[config.mk]
export PLATFORM = sky130hd
export DESIGN_NAME = inst_cache_dm
export DESIGN_NICKNAME = d
export VERILOG_FILES = /design/src/rtl/inst_cache_dm.sv
export SDC_FILE = /design/constraint.sdc
export NUM_CORES = 2
export LEC_CHECK = 0
export ABC_CLOCK_PERIOD_IN_PS = 4300
export BUFFER_PORTS_ARGS = -buffer_cell sky130_fd_sc_hd__buf_2
export CORE_MARGIN = 5
export CORE_UTILIZATION = 50
export CTS_BUF_LIST = sky130_fd_sc_hd__clkbuf_4
export DETAILED_ROUTE_END_ITERATION = 16
export PLACE_DENSITY_LB_ADDON = 0.08
export SLEW_MARGIN = 25
export SYNTH_ARGS = -nofsm -noshare
export SYNTH_HDL_FRONTEND = slang
export SYNTH_SLANG_ARGS = --single-unit
[constraint.sdc]
create_clock -name clk -period 4.3 [get_ports clk]
set_input_delay 0.43 -clock clk [delete_from_list [all_inputs] [get_ports clk]]
set_output_delay 0.43 -clock clk [all_outputs]
set_load 0.03 [all_outputs]
[src/rtl/inst_cache_dm.sv]
// Direct-mapped read-only instruction cache with a beat-based line refill FSM.
// Define ICACHE_BYTE_SWAP_EN to byte-reverse every returned word (memory holds big-endian words).
module inst_cache_dm #(
    parameter int ADDR_W     = 32,
    parameter int INST_W     = 32,
    parameter int LINE_WORDS = 4,
    parameter int NUM_LINES  = 16
) (
    input  logic              clk,
    input  logic              rst,
    input  logic              ce,
    input  logic [ADDR_W-1:0] addr,
    input  logic              stall,
    input  logic              flush,
    output logic [INST_W-1:0] inst,
    output logic              inst_valid,
    output logic              busy,
    output logic              mem_req,
    output logic [ADDR_W-1:0] mem_addr,
    input  logic              mem_rvalid,
    input  logic [INST_W-1:0] mem_rdata
);

    localparam int OFF_W = $clog2(LINE_WORDS);
    localparam int IDX_W = $clog2(NUM_LINES);
    localparam int TAG_W = ADDR_W - 2 - OFF_W - IDX_W;

    typedef enum logic [1:0] {
        S_IDLE   = 2'd0,
        S_REFILL = 2'd1,
        S_RESP   = 2'd2
    } state_t;

    state_t                 state_q, state_d;
    logic [NUM_LINES-1:0]   valid_q, valid_d;
    logic [INST_W-1:0]      inst_q, inst_d;
    logic                   inst_valid_q, inst_valid_d;
    logic                   mem_req_q, mem_req_d;
    logic [ADDR_W-1:0]      mem_addr_q, mem_addr_d;
    logic [OFF_W-1:0]       cnt_q, cnt_d;
    logic [TAG_W-1:0]       req_tag_q, req_tag_d;
    logic [IDX_W-1:0]       req_idx_q, req_idx_d;
    logic [OFF_W-1:0]       req_off_q, req_off_d;
    logic                   flushed_q, flushed_d;

    logic [INST_W-1:0]      data_mem [NUM_LINES*LINE_WORDS];
    logic [TAG_W-1:0]       tag_mem  [NUM_LINES];
    logic                   data_we;
    logic                   tag_we;

    logic [OFF_W-1:0]       lk_off;
    logic [IDX_W-1:0]       lk_idx;
    logic [TAG_W-1:0]       lk_tag;
    logic                   lk_hit;
    logic                   unused_addr_bits;

    assign lk_off = addr[2 +: OFF_W];
    assign lk_idx = addr[2+OFF_W +: IDX_W];
    assign lk_tag = addr[ADDR_W-1 -: TAG_W];
    // A same-cycle flush wins over the lookup, so it can never hit.
    assign lk_hit = valid_q[lk_idx] && (tag_mem[lk_idx] == lk_tag) && !flush;
    assign unused_addr_bits = ^addr[1:0];

`ifdef ICACHE_BYTE_SWAP_EN
    function automatic logic [INST_W-1:0] byte_swap(input logic [INST_W-1:0] w);
        return {w[7:0], w[15:8], w[23:16], w[31:24]};
    endfunction

    assign inst = byte_swap(inst_q);
`else
    assign inst = inst_q;
`endif

    assign inst_valid = inst_valid_q;
    assign busy       = (state_q != S_IDLE);
    assign mem_req    = mem_req_q;
    assign mem_addr   = mem_addr_q;

    always_comb begin
        state_d      = state_q;
        valid_d      = valid_q;
        inst_d       = '0;
        inst_valid_d = 1'b0;
        mem_req_d    = mem_req_q;
        mem_addr_d   = mem_addr_q;
        cnt_d        = cnt_q;
        req_tag_d    = req_tag_q;
        req_idx_d    = req_idx_q;
        req_off_d    = req_off_q;
        flushed_d    = flushed_q;
        data_we      = 1'b0;
        tag_we       = 1'b0;

        if (flush) begin
            valid_d = '0;
        end

        case (state_q)
            S_IDLE: begin
                if (ce && !stall) begin
                    if (lk_hit) begin
                        inst_d       = data_mem[{lk_idx, lk_off}];
                        inst_valid_d = 1'b1;
                    end else begin
                        state_d    = S_REFILL;
                        mem_req_d  = 1'b1;
                        mem_addr_d = {lk_tag, lk_idx, {(OFF_W+2){1'b0}}};
                        cnt_d      = '0;
                        req_tag_d  = lk_tag;
                        req_idx_d  = lk_idx;
                        req_off_d  = lk_off;
                        flushed_d  = 1'b0;
                    end
                end
            end

            S_REFILL: begin
                if (flush) begin
                    flushed_d = 1'b1;
                end
                if (mem_rvalid) begin
                    data_we = 1'b1;
                    cnt_d   = cnt_q + OFF_W'(1);
                    if (cnt_q == OFF_W'(LINE_WORDS-1)) begin
                        // A flush seen anywhere during the refill keeps the line invalid.
                        tag_we    = 1'b1;
                        mem_req_d = 1'b0;
                        cnt_d     = '0;
                        state_d   = S_RESP;
                        if (!flush && !flushed_q) begin
                            valid_d[req_idx_q] = 1'b1;
                        end
                    end
                end
            end

            S_RESP: begin
                if (flush) begin
                    flushed_d = 1'b1;
                end
                if (!stall) begin
                    inst_d       = data_mem[{req_idx_q, req_off_q}];
                    inst_valid_d = 1'b1;
                    state_d      = S_IDLE;
                end
            end

            default: begin
                state_d = S_IDLE;
            end
        endcase
    end

    always_ff @(posedge clk or posedge rst) begin
        if (rst) begin
            state_q      <= S_IDLE;
            valid_q      <= '0;
            inst_q       <= '0;
            inst_valid_q <= 1'b0;
            mem_req_q    <= 1'b0;
            mem_addr_q   <= '0;
            cnt_q        <= '0;
            req_tag_q    <= '0;
            req_idx_q    <= '0;
            req_off_q    <= '0;
            flushed_q    <= 1'b0;
        end else begin
            state_q      <= state_d;
            valid_q      <= valid_d;
            inst_q       <= inst_d;
            inst_valid_q <= inst_valid_d;
            mem_req_q    <= mem_req_d;
            mem_addr_q   <= mem_addr_d;
            cnt_q        <= cnt_d;
            req_tag_q    <= req_tag_d;
            req_idx_q    <= req_idx_d;
            req_off_q    <= req_off_d;
            flushed_q    <= flushed_d;
        end
    end

    // Storage arrays carry no reset; the valid bits alone qualify their contents.
    always_ff @(posedge clk) begin
        if (data_we) begin
            data_mem[{req_idx_q, cnt_q}] <= mem_rdata;
        end
        if (tag_we) begin
            tag_mem[req_idx_q] <= req_tag_q;
        end
    end

endmodule
==> run metrics <==
CP required=between 3000 and 4000 ps; max-slew violation count=0; EDFF count, synth=2432; Initial DRT Pass Iterations=5; clock sinks=approximately 2500; sequential element share of the synthesized area=66.87%; # Max-Cap Violations=0; post-synth cell types=59; num ports=approximately 140; RSZ-0062 raised after global routing=false; Worst Path Arrival=~3600 ps; Leak Pwr=41.94 nW; Placer Congestion=roughly 0.8; Hold Path Class=in -> reg; power density cells=between 500 and 600 nW/um^2; number of synthesized register bits=approximately 2500; ys async rst share=3.377%; starting density of the core=about half; CP max FO=30; Core Rows=roughly 170; Post-DRT Antenna Nets=0; Post-Syn Area=about 110000 sq um; fin cells=between 9000 and 10000; CTS tree=built; H-tree depth=6; WL final=roughly 360 mm; final hold violation count=0; die area=around 230000 sq um; multi-input logic area=36220 sq um; minimum clock period=between 3000 and 4000 ps; share of layout cells above drive strength 1=46.10%; Vias=64010; peak supply drop=roughly 0.45 mV; final setup violating endpoints=0; total grt overflow=0; # fillers=between 15000 and 20000; worst slack, placed=~230 ps; Die X=484.1 microns; # nets final=6056; Inst Count DP=8168; CTS Buf Count=670; first-pass GRT wire length=between 500 and 600 mm; final worst slack=318.3 ps; Seq. cell area=roughly 75000 sq um; via/cell ratio=roughly 6.7; DP Wirelength=about 200 mm; Worst Skew=a little over 80 ps; DR DRC count=0; vias in the first global route=64620; largest net degree at the start of global routing=a little under 70; Post-CTS Repair Setup Buffers=0; Clk Tree Root Cell=clkbuf_4; Avg Cell Area, Syn=between 20 and 25 sq um; Layout area overhead=15.08%; worst slew pin tran=about 1200 ps; run status=completed; CP startpoint kind=flip-flop; critical setup path kind=reg -> out; GRT Total Usage=a little under a third; crit end category=primary output; DR iter-0 viols=between 7000 and 8000; Clock transition at path regs=about 80 ps; core area=roughly 220000 sq um; Synth Flop Type=edfxtp_1; fin crit share=92.60%; initial antenna violation count=21; headroom to the max-slew limit=a little under a quarter; Worst-Skew Late Latency=1390 ps; synth warn=0; die height=around 480 microns; IO Port Bufs=130; Longest Clk Path Bufs=4; Mapped Cells=between 5000 and 6000; Fmax=around 250 MHz; Sum Neg Setup Slack=0 ps; WL/cell=between 30 and 40 microns
[power by group]
part	internal, mW	switching (mW)
registers	28.0	1.19
logic	8.70	9.55
clock network	11.4	9.90
total	48.2	20.6
[critical path, cell delays in order (launching register included)]
cell and delay [ps]:
dfrtp_4 580, buf_4 630, buf_4 600, buf_2 320
[flip-flops by register name (all words and copies together), names as in the netlist]
signal and flops:
cnt_q 2, data_mem 2048, flushed_q 1, inst 32, inst_valid 1, mem_addr 2, mem_req 1, req_idx_q 3
req_off_q 2, req_tag_q 23, state_q 2, tag_mem 384, valid_q 16
[per-layer routing]
layer	share of wire, %	global-route usage (%)
met1	38	42.74
met2	48	48.24
met3	10	7.616
met4	3.8	11.89
met5	0.0036	0
[metrics by stage]
stage	power, mW	cell area (sq um)	hold WS [ps]	utilization (%)
floorplan	41.17	112400	457.3	-
global placement	47.59	119200	472.4	53.18
detailed placement	47.67	119200	482.2	53.18
CTS	69.30	129100	43.52	57.55
global route	71.64	129300	17.64	57.67
finish	68.81	129300	119.4	57.68
[final timing paths]
kind | from | endpoint | slack, ps | cells past startpoint
setup / recovery | req_idx_q[1]$_DFFE_PP0P_ | mem_addr[5] | 320 | 3
hold / removal | mem_rdata[12] | data_mem[53][12]$_DFFE_PP_ | 120 | 2
setup reg to reg | tag_mem[15][20]$_DFFE_PP_ | req_tag_q[0]$_DFFE_PP0P_ | 370 | 11
hold reg to reg | valid_q[3]$_DFF_PP0_ | valid_q[3]$_DFF_PP0_ | 500 | 2
max in group asynchronous | rst | req_idx_q[1]$_DFFE_PP0P_ | 2850 | 5
min in group asynchronous | rst | req_tag_q[19]$_DFFE_PP0P_ | 390 | 4
[synthesized netlist by cell type, types with 6 or more instances]
master	n	area, sq um
nand2b_1	22	137.6
buf_2	71	355.3
o21ai_0	49	245.2
buf_4	13	97.59
nand2_1	189	709.4
xor2_1	11	96.34
nor2b_1	18	112.6
nand3_1	31	155.2
nor3_1	8	40.04
inv_1	10	37.54
xnor2_1	17	148.9
a22o_1	17	148.9
mux2_2	25	281.5
or3_1	7	43.79
a22oi_1	25	187.7
a31oi_1	10	62.56
clkbuf_1	216	810.8
mux4_2	1351	30430
mux2i_1	104	1041
a21oi_1	87	435.4
buf_1	90	337.8
a221oi_1	8	70.07
dfrtp_1	85	2127
mux2_1	15	168.9
o211ai_1	6	45.04
o22ai_1	17	106.4
nor2_1	122	457.9
edfxtp_1	2432	73030
a211oi_1	7	52.55
[logic make-up after synthesis]
| group | count (synthesis) | synth area share [%] |
|---|---|---|
| muxes | 1495 | 28.40 |
| buffers and inverters | 404 | 1.480 |
| and+or+nand+nor | 417 | 1.607 |
| AOI/OAI and AO/OA | 247 | 1.374 |
| other | 1 | 0.003337 |
| DFF | 2517 | 66.87 |
| xor gates and xnor gates | 28 | 0.2182 |
| adders and majority gates | 4 | 0.04453 |
[layout by cell type, fill, tap and decap left out, types with 30 or more instances in the layout]
cell type / instances
dfrtp_1: 79
buf_12: 77
nor2_4: 80
clkbuf_4: 1000
dlygate4sd3_1: 126
buf_2: 113
nor2_1: 42
buf_4: 259
nand2_1: 189
edfxtp_1: 2432
clkinv_1: 123
nand3_1: 30
mux4_2: 1351
a21oi_1: 87
o21ai_0: 49
mux2i_1: 104
[repair_timing]
item                                   4_1_cts  5_1_grt
resized for setup                            0        0
endpoints found under the hold margin     2431       38
hold buffers                               123        3
[final cells by class]
type | instances | area share (%)
inverter | 12 | 0.04257
multi-input combinational | 2195 | 28.00
clock inverter | 176 | 0.8301
antenna | 8 | 0.01548
timing repair buffer | 586 | 4.281
sequential | 2517 | 58.13
tap | 2992 | 2.895
clock buffer | 1000 | 5.805
Note: power is estimated with default switching activity, not from simulation.
